[src/rtl/wb_hazard_scoreboard.sv]
// In-order queue of in-flight GPR/CSR writers with combinational RAW-hazard lookup.
// Push/pop take effect on the next edge; hazards see only registered occupancy.
module wb_hazard_scoreboard #(
  parameter int DEPTH          = 4,
  parameter int RF_ADDR_WIDTH  = 5,
  parameter int CSR_ADDR_WIDTH = 12
) (
  input  logic                      clk,
  input  logic                      rst,
  input  logic                      issue_valid,
  output logic                      issue_ready,
  input  logic [RF_ADDR_WIDTH-1:0]  issue_rd,
  input  logic                      issue_csr_we,
  input  logic [CSR_ADDR_WIDTH-1:0] issue_csr_waddr,
  input  logic                      commit_valid,
  input  logic [RF_ADDR_WIDTH-1:0]  commit_rd,
  input  logic                      commit_csr_we,
  input  logic                      flush,
  input  logic [RF_ADDR_WIDTH-1:0]  rs1,
  input  logic [RF_ADDR_WIDTH-1:0]  rs2,
  input  logic [CSR_ADDR_WIDTH-1:0] csr_raddr,
  input  logic                      csr_re,
  output logic                      rs1_hazard,
  output logic                      rs2_hazard,
  output logic                      csr_hazard,
  output logic [$clog2(DEPTH):0]    count,
  output logic                      empty,
  output logic                      full,
  output logic                      err
);

  localparam int PW = $clog2(DEPTH);
  localparam int CW = PW + 1;
  localparam logic [CW-1:0] DEPTH_C = CW'(DEPTH);

  logic                      gpr_v_q [DEPTH];
  logic [RF_ADDR_WIDTH-1:0]  rd_q    [DEPTH];
  logic                      csr_v_q [DEPTH];
  logic [CSR_ADDR_WIDTH-1:0] csr_a_q [DEPTH];

  logic [PW-1:0] head_q, tail_q;
  logic [CW-1:0] count_q;
  logic          err_q;

  logic push, pop, mismatch;
  logic [DEPTH-1:0] occ;

  assign empty       = (count_q == '0);
  assign full        = (count_q == DEPTH_C);
  assign issue_ready = !full;
  assign count       = count_q;
  assign err         = err_q;

  // Full blocks issue even when a commit frees a slot this cycle.
  assign push = issue_valid && !full;
  assign pop  = commit_valid && !empty;

  assign mismatch = (gpr_v_q[head_q] ? (commit_rd != rd_q[head_q])
                                     : (commit_rd != '0))
                  || (commit_csr_we != csr_v_q[head_q]);

  always_ff @(posedge clk) begin
    if (rst) begin
      head_q  <= '0;
      tail_q  <= '0;
      count_q <= '0;
      err_q   <= 1'b0;
      for (int i = 0; i < DEPTH; i++) begin
        gpr_v_q[i] <= 1'b0;
        rd_q[i]    <= '0;
        csr_v_q[i] <= 1'b0;
        csr_a_q[i] <= '0;
      end
    end else if (flush) begin
      head_q  <= '0;
      tail_q  <= '0;
      count_q <= '0;
    end else begin
      if (push) begin
        gpr_v_q[tail_q] <= (issue_rd != '0);
        rd_q[tail_q]    <= issue_rd;
        csr_v_q[tail_q] <= issue_csr_we;
        csr_a_q[tail_q] <= issue_csr_waddr;
        tail_q          <= tail_q + PW'(1);
      end
      if (pop) head_q <= head_q + PW'(1);
      if (commit_valid && (empty || mismatch)) err_q <= 1'b1;
      case ({push, pop})
        2'b10:   count_q <= count_q + CW'(1);
        2'b01:   count_q <= count_q - CW'(1);
        default: count_q <= count_q;
      endcase
    end
  end

  // Slot i is live when its distance from head is below the occupancy.
  always_comb begin
    occ = '0;
    for (int i = 0; i < DEPTH; i++) begin
      occ[i] = ({1'b0, PW'(i) - head_q} < count_q);
    end
  end

  always_comb begin
    rs1_hazard = 1'b0;
    rs2_hazard = 1'b0;
    csr_hazard = 1'b0;
    for (int i = 0; i < DEPTH; i++) begin
      if (occ[i] && gpr_v_q[i] && (rd_q[i] == rs1) && (rs1 != '0)) rs1_hazard = 1'b1;
      if (occ[i] && gpr_v_q[i] && (rd_q[i] == rs2) && (rs2 != '0)) rs2_hazard = 1'b1;
      if (occ[i] && csr_v_q[i] && (csr_a_q[i] == csr_raddr) && csr_re) csr_hazard = 1'b1;
    end
  end

endmodule

[config.mk]
export PLATFORM = sky130hd
export DESIGN_NAME = wb_hazard_scoreboard
export DESIGN_NICKNAME = d
export VERILOG_FILES = /design/src/rtl/wb_hazard_scoreboard.sv
export SDC_FILE = /design/constraint.sdc
export NUM_CORES = 1
export LEC_CHECK = 0
export CORE_MARGIN = 2
export CORE_UTILIZATION = 56
export CTS_CLUSTER_DIAMETER = 30
export DETAILED_ROUTE_END_ITERATION = 16
export GPL_TIMING_DRIVEN = 0
export PLACE_DENSITY = 0.79
export SETUP_SLACK_MARGIN = 0.5
export SLEW_MARGIN = 30
export SYNTH_ARGS = -nofsm -noshare
export SYNTH_HDL_FRONTEND = slang
export SYNTH_SLANG_ARGS = --single-unit
[constraint.sdc]
create_clock -name clk -period 4.18 [get_ports clk]
set_clock_uncertainty 0.2 [all_clocks]
set_input_delay 0.836 -clock clk [delete_from_list [all_inputs] [get_ports clk]]
set_output_delay 0.836 -clock clk [all_outputs]
set_load 0.01 [all_outputs]
==> results of run 1 <==
layout by cell type, fill, tap and decap left out, types with 8 or more instances in the layout:
| master | synthesis | routed |
|---|---|---|
| nor3_1 | 9 | 8 |
| xnor2_1 | 27 | 26 |
| nand3_1 | 11 | 11 |
| and3_1 | 18 | 18 |
| clkdlybuf4s50_1 | 0 | 37 |
| clkbuf_8 | 0 | 9 |
| and2_1 | 54 | 54 |
| xor2_1 | 74 | 74 |
| dlygate4sd2_1 | 0 | 13 |
| edfxtp_1 | 76 | 76 |
| nor2_1 | 17 | 17 |
| clkbuf_1 | 19 | 21 |
routing by layer:
layer	wire, um	global-route usage	share of wire
met2	5610	0.446	0.51
met4	352	0.131	0.032
met3	646	0.0334	0.059
met1	4420	0.313	0.40
met5	0	0	0
how the worst max path moves through the flow:
stage                                 to         start  slack (ns)  cells after the start
after floorplan            csr_a_q[3][0]      count[0]        1.02                      6
after global placement    csr_a_q[3][10]   issue_valid       -0.15                      4
after detailed placement      csr_hazard  csr_raddr[9]        0.13                      7
after CTS                     rs1_hazard      count[1]        0.42                      7
after global routing          rs1_hazard        rs1[3]        0.51                      6
final                         rs1_hazard     head_q[0]        0.58                      8
registers in the layout (all words and copies together) (netlist names), named ones only:
name	flops
csr_a_q	48
rd_q	20
csr_v_q	4
gpr_v_q	4
count	3
head_q	2
tail_q	2
err	1
report_power, final:
part	switching, mW	internal [mW]
combinational	0.138	0.114
sequential	0.0280	0.974
clock	0.270	0.328
synth_stat cells, drive strengths merged, types with 3 or more instances:
cell    number  area [um^2]
o21ai        4         20.0
or2          4         25.0
edfxtp      76         2280
mux4         7          173
nor2        17         63.8
ha           5         62.6
and2        54          338
nor3        10         61.3
or4          4         30.0
and2b        3         23.8
nand4        6         37.5
inv          8         30.0
nand2        3         11.3
xnor2       27          236
o41ai        4         35.0
nand3       11         55.1
clkbuf      19         71.3
xor2        74          648
and3        18          113
nor4        10         62.6
dfxtp       10          200
a21oi        5         25.0
buf          4         23.8
critical path, stage by stage, from the launching register on:
cell and delay, ns:
dfxtp_4 0.37, xnor2_2 0.17, inv_1 0.06, ha_1 0.29
a21oi_2 0.16, o21ai_1 0.13, o41ai_1 0.31, o22a_1 0.20
clkdlybuf4s50_1 0.52
layout make-up:
cell class	instances	area (um^2)
multi-input combinational	284	2240
clock buffer	11	131
sequential	86	2490
fill	612	2580
clock inverter	2	60.1
tap	105	131
timing repair buffer	51	497
inverter	8	30.0
buffer	23	95.1
cells by family (layout without fill, tap and decap cells):
kind of cell	Yosys count	in the layout	synth area share
compound gates	24	24	0.0354
xor+xnor	101	101	0.185
fa+ha+maj	6	6	0.0173
buf+inv	31	95	0.0262
flops	86	86	0.520
mux	7	7	0.0361
simple gates	146	146	0.180
what timing repair did:
action	CTS	global route
endpoints found under the setup margin	3	3
setup buffers	0	0
pin swaps	5	3
gates resized for setup	19	11
stage by stage:
stage,hold WS [ns],utilization,TNS [ns],instances,setup WS (ns)
CTS,0.277,0.682,0,570,0.415
global route,0.290,0.687,0,570,0.509
floorplan,0.308,-,0,401,1.02
detailed placement,0.259,0.658,0,557,0.131
global placement,0.243,0.656,-2.91,557,-0.154
finish,0.279,0.687,0,570,0.577
==> reports/metrics.csv, run 1 <==
metric;value;unit
status;completed;
Post-Syn Nets;459;
DP Area;0.00543;mm^2
worst hold endpoint;err;
CP endpoint kind;output port;
TritonCTS clock tree;done;
FF-to-FF path depth;8;
worst hold-check path type;reg2reg;
Seq/Total Area, Yosys;0.520;
yosys warns;0;
DR WL/cell;19.3;um
mean post-synth cell area;11.9;um^2
R2R Path End;rd_q[1][1];
Netlist cell types;43;
DRT antenna net count;0;
Yosys reg bits;86;
Port Buf Inserts;51;
Worst EP required;3.14;ns
worst-margin pin slew;0.683;ns
WL final;11000;um
PwrDens;326;mW/mm^2
initial DRC count;235;
design area;0.00568;mm^2
Post-layout nets;521;
Hold Buf Count CTS;0;
Final Critical Period;3.60;ns
H-tree depth;3;
crit share post-route;0.862;
initial antenna violation count;0;
full die area;0.00929;mm^2
core area;0.00826;mm^2
Slew HR;0.543;
maximum clock path buffer count;2;
vias per std cell;5.77;
Worst R2R Setup Slack;1.19;ns
worst reg2reg path startpoint;count[0];
synthesis-to-layout area growth;18.8;%
CP arrival;2.57;ns
fmax;278;MHz
Async S/R FF share, synth;0;
CP max FO;6;
Power, Total;1.85;mW
largest net degree at the start of global routing;20;
hold path cells;1;
Worst-path clk slew;0.08;ns
vias in the first global route;3419;
Worst VDD drop;0.185;mV
hold_sp;err;
gr usage total;0.256;
static leakage;2.21;nW
Final HPWL DP;7950;um
Root Buffer;clkbuf_8;
Post-Synthesis Cells;401;
Fin. Hold Viols;0;
# diodes;0;
Row Count;33;
RSZ-0062 raised after global routing;no;
Die Y;96.4;um
Synth Cell Area;0.00478;mm^2
Post-route DRC;0;
clock buffer count from CTS;9;
first-pass detailed-route iteration total;5;
Max Cap Viol;0;
clk_lat worst skew;0.35;ns
prevailing post-synth register cell;edfxtp_1;
global-route wire length before repair;17100;um
I/O pin cnt;62;
share of cells above drive strength 1;0.0796;
endpoints failing setup;0;
Overflow after GRT;0;
Sink Count;86;
fin. max-slew vios;0;
kind of critical path;reg2out;
Setup crit start kind;flop;
Die Wd;96.4;um
Post-synth EDFFs;76;
Vias;3291;
routability congestion estimate;0.911;
Initial Util;0.579;
(Power assumes the default switching activity.)
==> run 2, diff against run 1 <==
--- a/config.mk
+++ b/config.mk
@@ -9,7 +9,6 @@
 export CORE_UTILIZATION = 56
 export CTS_CLUSTER_DIAMETER = 30
 export DETAILED_ROUTE_END_ITERATION = 16
-export GPL_TIMING_DRIVEN = 0
 export PLACE_DENSITY = 0.79
 export SETUP_SLACK_MARGIN = 0.5
 export SLEW_MARGIN = 30
==> constraint.sdc (replaced) <==
create_clock -name clk -period 3.8 [get_ports clk]
set_clock_uncertainty 0.2 [all_clocks]
set_input_delay 0.76 -clock clk [delete_from_list [all_inputs] [get_ports clk]]
set_output_delay 0.76 -clock clk [all_outputs]
set_load 0.01 [all_outputs]
==> run 2 against run 1 <==
Compared with the run above: count of clock-buffer cells in the layout is 1 lower; utilization up 1.9 points; largest cell class unchanged; routed wire length shrank 1.5%; critical path depth is the same; power is 8.4% higher; sequential power rose by 10%; critical endpoint is now csr_hazard; via count down 0.79%; register-to-register slack lost 0.31 ns.
==> reports/metrics.csv, run 2 (synthesis gave the netlist of run 1 again) <==
metric;value;unit;change
CP endpoint kind;output port;;unchanged
Slew HR;0.624;;was 0.543
Sink Count;86;;unchanged
Initial Util;0.579;;unchanged
static leakage;2.35;nW;was 2.21 nW
Logic pwr share;0.143;;was 0.136
Non-Filler Instances;580;;was 570
commonest non-fill, non-tap cells in the layout;edfxtp_1, xor2_1, and2_1;;unchanged
Worst EP required;2.84;ns;was 3.14 ns
routability congestion estimate;0.946;;was 0.911
largest net degree at the start of global routing;23;;was 20
Overflow after GRT;0;;unchanged
slowest CP cell;dlygate4sd2_1;;was clkdlybuf4s50_1
H-tree depth;3;;unchanged
setup TNS;0;ns;unchanged
TritonCTS clock tree;done;;unchanged
Buf+Inv Stages, Crit Path;3;;was 2
worst hold-check path type;reg2reg;;unchanged
Final HPWL DP;7720;um;was 7950 um
clk_lat worst skew;0.36;ns;was 0.35 ns
I/O pin cnt;62;;unchanged
biggest registers after layout;csr_a_q x48, rd_q x20;;unchanged
initial antenna violation count;0;;unchanged
# diodes;0;;unchanged
maximum clock path buffer count;2;;unchanged
Max Cap Viol;0;;unchanged
kind of critical path;in2out;;was reg2out
DR WL/cell;18.7;um;was 19.3 um
crit-path leading delay family;simple AND/OR/NAND/NOR gates;;was compound AO/OA/AOI/OAI gates
vias per std cell;5.63;;was 5.77
worst-margin pin slew;0.564;ns;was 0.683 ns
Root Buffer;clkbuf_8;;unchanged
core area;0.00826;mm^2;unchanged
Switching Share;0.247;;was 0.236
DP Area;0.00556;mm^2;was 0.00543 mm^2
Post-layout nets;528;;was 521
WL final;10900;um;was 11000 um
first-pass detailed-route iteration total;5;;unchanged
Setup crit start kind;input port;;was flop
Worst-path clk slew;0.09;ns;was 0.08 ns
Port Buf Inserts;61;;was 51
full die area;0.00929;mm^2;unchanged
PwrDens;344;mW/mm^2;was 326 mW/mm^2
endpoints failing setup;0;;unchanged
setup slack after layout;0.562;ns;was 0.577 ns
status;completed;;unchanged
gr usage total;0.255;;was 0.256
DRT antenna net count;0;;unchanged
Row Count;33;;unchanged
dpl ws;-0.127;ns;was 0.131 ns
switching pwr;0.497;mW;was 0.436 mW
Filler cells;617;;was 612
synthesis-to-layout area growth;22.0;%;was 18.8%
Sequential Power Share;0.549;;was 0.541
fmax;309;MHz;
Core Util, Final;0.706;;was 0.687
Die Wd;96.4;um;unchanged
Vias;3265;;was 3291
Critical Path, Cell by Cell;dlygate4sd2_1 -> buf_4 -> xor2_1 -> nor4_2 -> nand4_1 -> nor3_2 -> o31a_1 -> buf_2;;was xnor2_2 -> inv_1 -> ha_1 -> a21oi_2 -> o21ai_1 -> o41ai_1 -> o22a_1 -> clkdlybuf4s50_1
Post-route DRC;0;;unchanged
placed cell count;562;;was 557
share of cells above drive strength 1;0.137;;was 0.0796
fin. max-slew vios;0;;unchanged
Die Y;96.4;um;unchanged
clock buffer count from CTS;9;;unchanged
crit share post-route;0.852;;
design area;0.00583;mm^2;was 0.00568 mm^2
Final Critical Period;3.24;ns;
largest register by flop count;csr_a_q;;unchanged
max reg flops;48;;unchanged
Fin. Hold Viols;0;;unchanged
commonest non-fill, non-tap cell in the layout;edfxtp_1;;unchanged
internal power;1.51;mW;was 1.42 mW
global-route wire length before repair;17200;um;was 17100 um
Worst VDD drop;0.233;mV;was 0.185 mV
initial DRC count;213;;was 235
max incr delay on CP;0.27;ns;was 0.52 ns
CP max FO;3;;was 6
vias in the first global route;3396;;was 3419
RSZ-0062 raised after global routing;no;;unchanged
CP arrival;2.28;ns;was 2.57 ns
Clock power frac;0.308;;was 0.323
==> run 2: cell count changes in the layout (fill, tap and decap cells not counted), sizes merged, moves of 2 or more <==
cell / previous run / this run
clkinvlp: 0 / 2
buf: 4 / 21
clkbuf: 30 / 12
dlygate4sd2: 13 / 17
dlymetal6s2s: 1 / 4
clkinv: 0 / 3
==> run 2: worst paths after layout <==
check / end / from / cells past startpoint / slack, ns
setup / recovery: csr_hazard / csr_raddr[0] / 8 / 0.56
hold / removal: err / err / 1 / 0.27
setup reg to reg: rd_q[2][0] / count[0] / 7 / 0.88
hold reg to reg: err / err / 1 / 0.27
==> run 2: timing repair <==
item,in CTS,in global routing
hold buffers,0,0
setup endpoints to repair,3,2
gates resized for setup,42,14
pin swaps,18,8
buffers inserted,1,1
==> run 2: area by class of cell <==
| class | instances | area [um^2] | share of cell area |
|---|---|---|---|
| clock inverter | 6 | 62.6 | 0.0107 |
| timing repair buffer | 81 | 736 | 0.126 |
| clock buffer | 10 | 128 | 0.0219 |
| multi-input combinational | 284 | 2250 | 0.387 |
| inverter | 8 | 30.0 | 0.00515 |
| sequential | 86 | 2490 | 0.427 |
| tap | 105 | 131 | 0.0225 |
==> run 2: through the flow <==
step	hold WS [ns]	total power, mW
2_1_floorplan	0.308	1.27
3_3_place_gp	0.243	1.40
3_5_place_dp	0.258	1.41
4_1_cts	0.279	2.01
5_1_grt	0.300	2.08
6_report	0.273	2.01
==> run 2: power groups by stage <==
| stage | Sequential (mW) | Combinational, mW | Clock, mW |
|---|---|---|---|
| floorplan | 1.12 | 0.150 | 0 |
| global placement | 1.12 | 0.277 | 0 |
| detailed placement | 1.12 | 0.283 | 0 |
| CTS | 1.10 | 0.286 | 0.623 |
| global route | 1.11 | 0.311 | 0.661 |
| finish | 1.10 | 0.286 | 0.618 |
==> run 2: metal layers <==
metal / part of all wire / GRT usage / vias to the layer above
met5: 0 / 0 / -
met3: 0.052 / 0.0411 / 24
met4: 0.021 / 0.0915 / 0
met2: 0.51 / 0.446 / 114
li1: - / - / 1551
met1: 0.42 / 0.322 / 1576
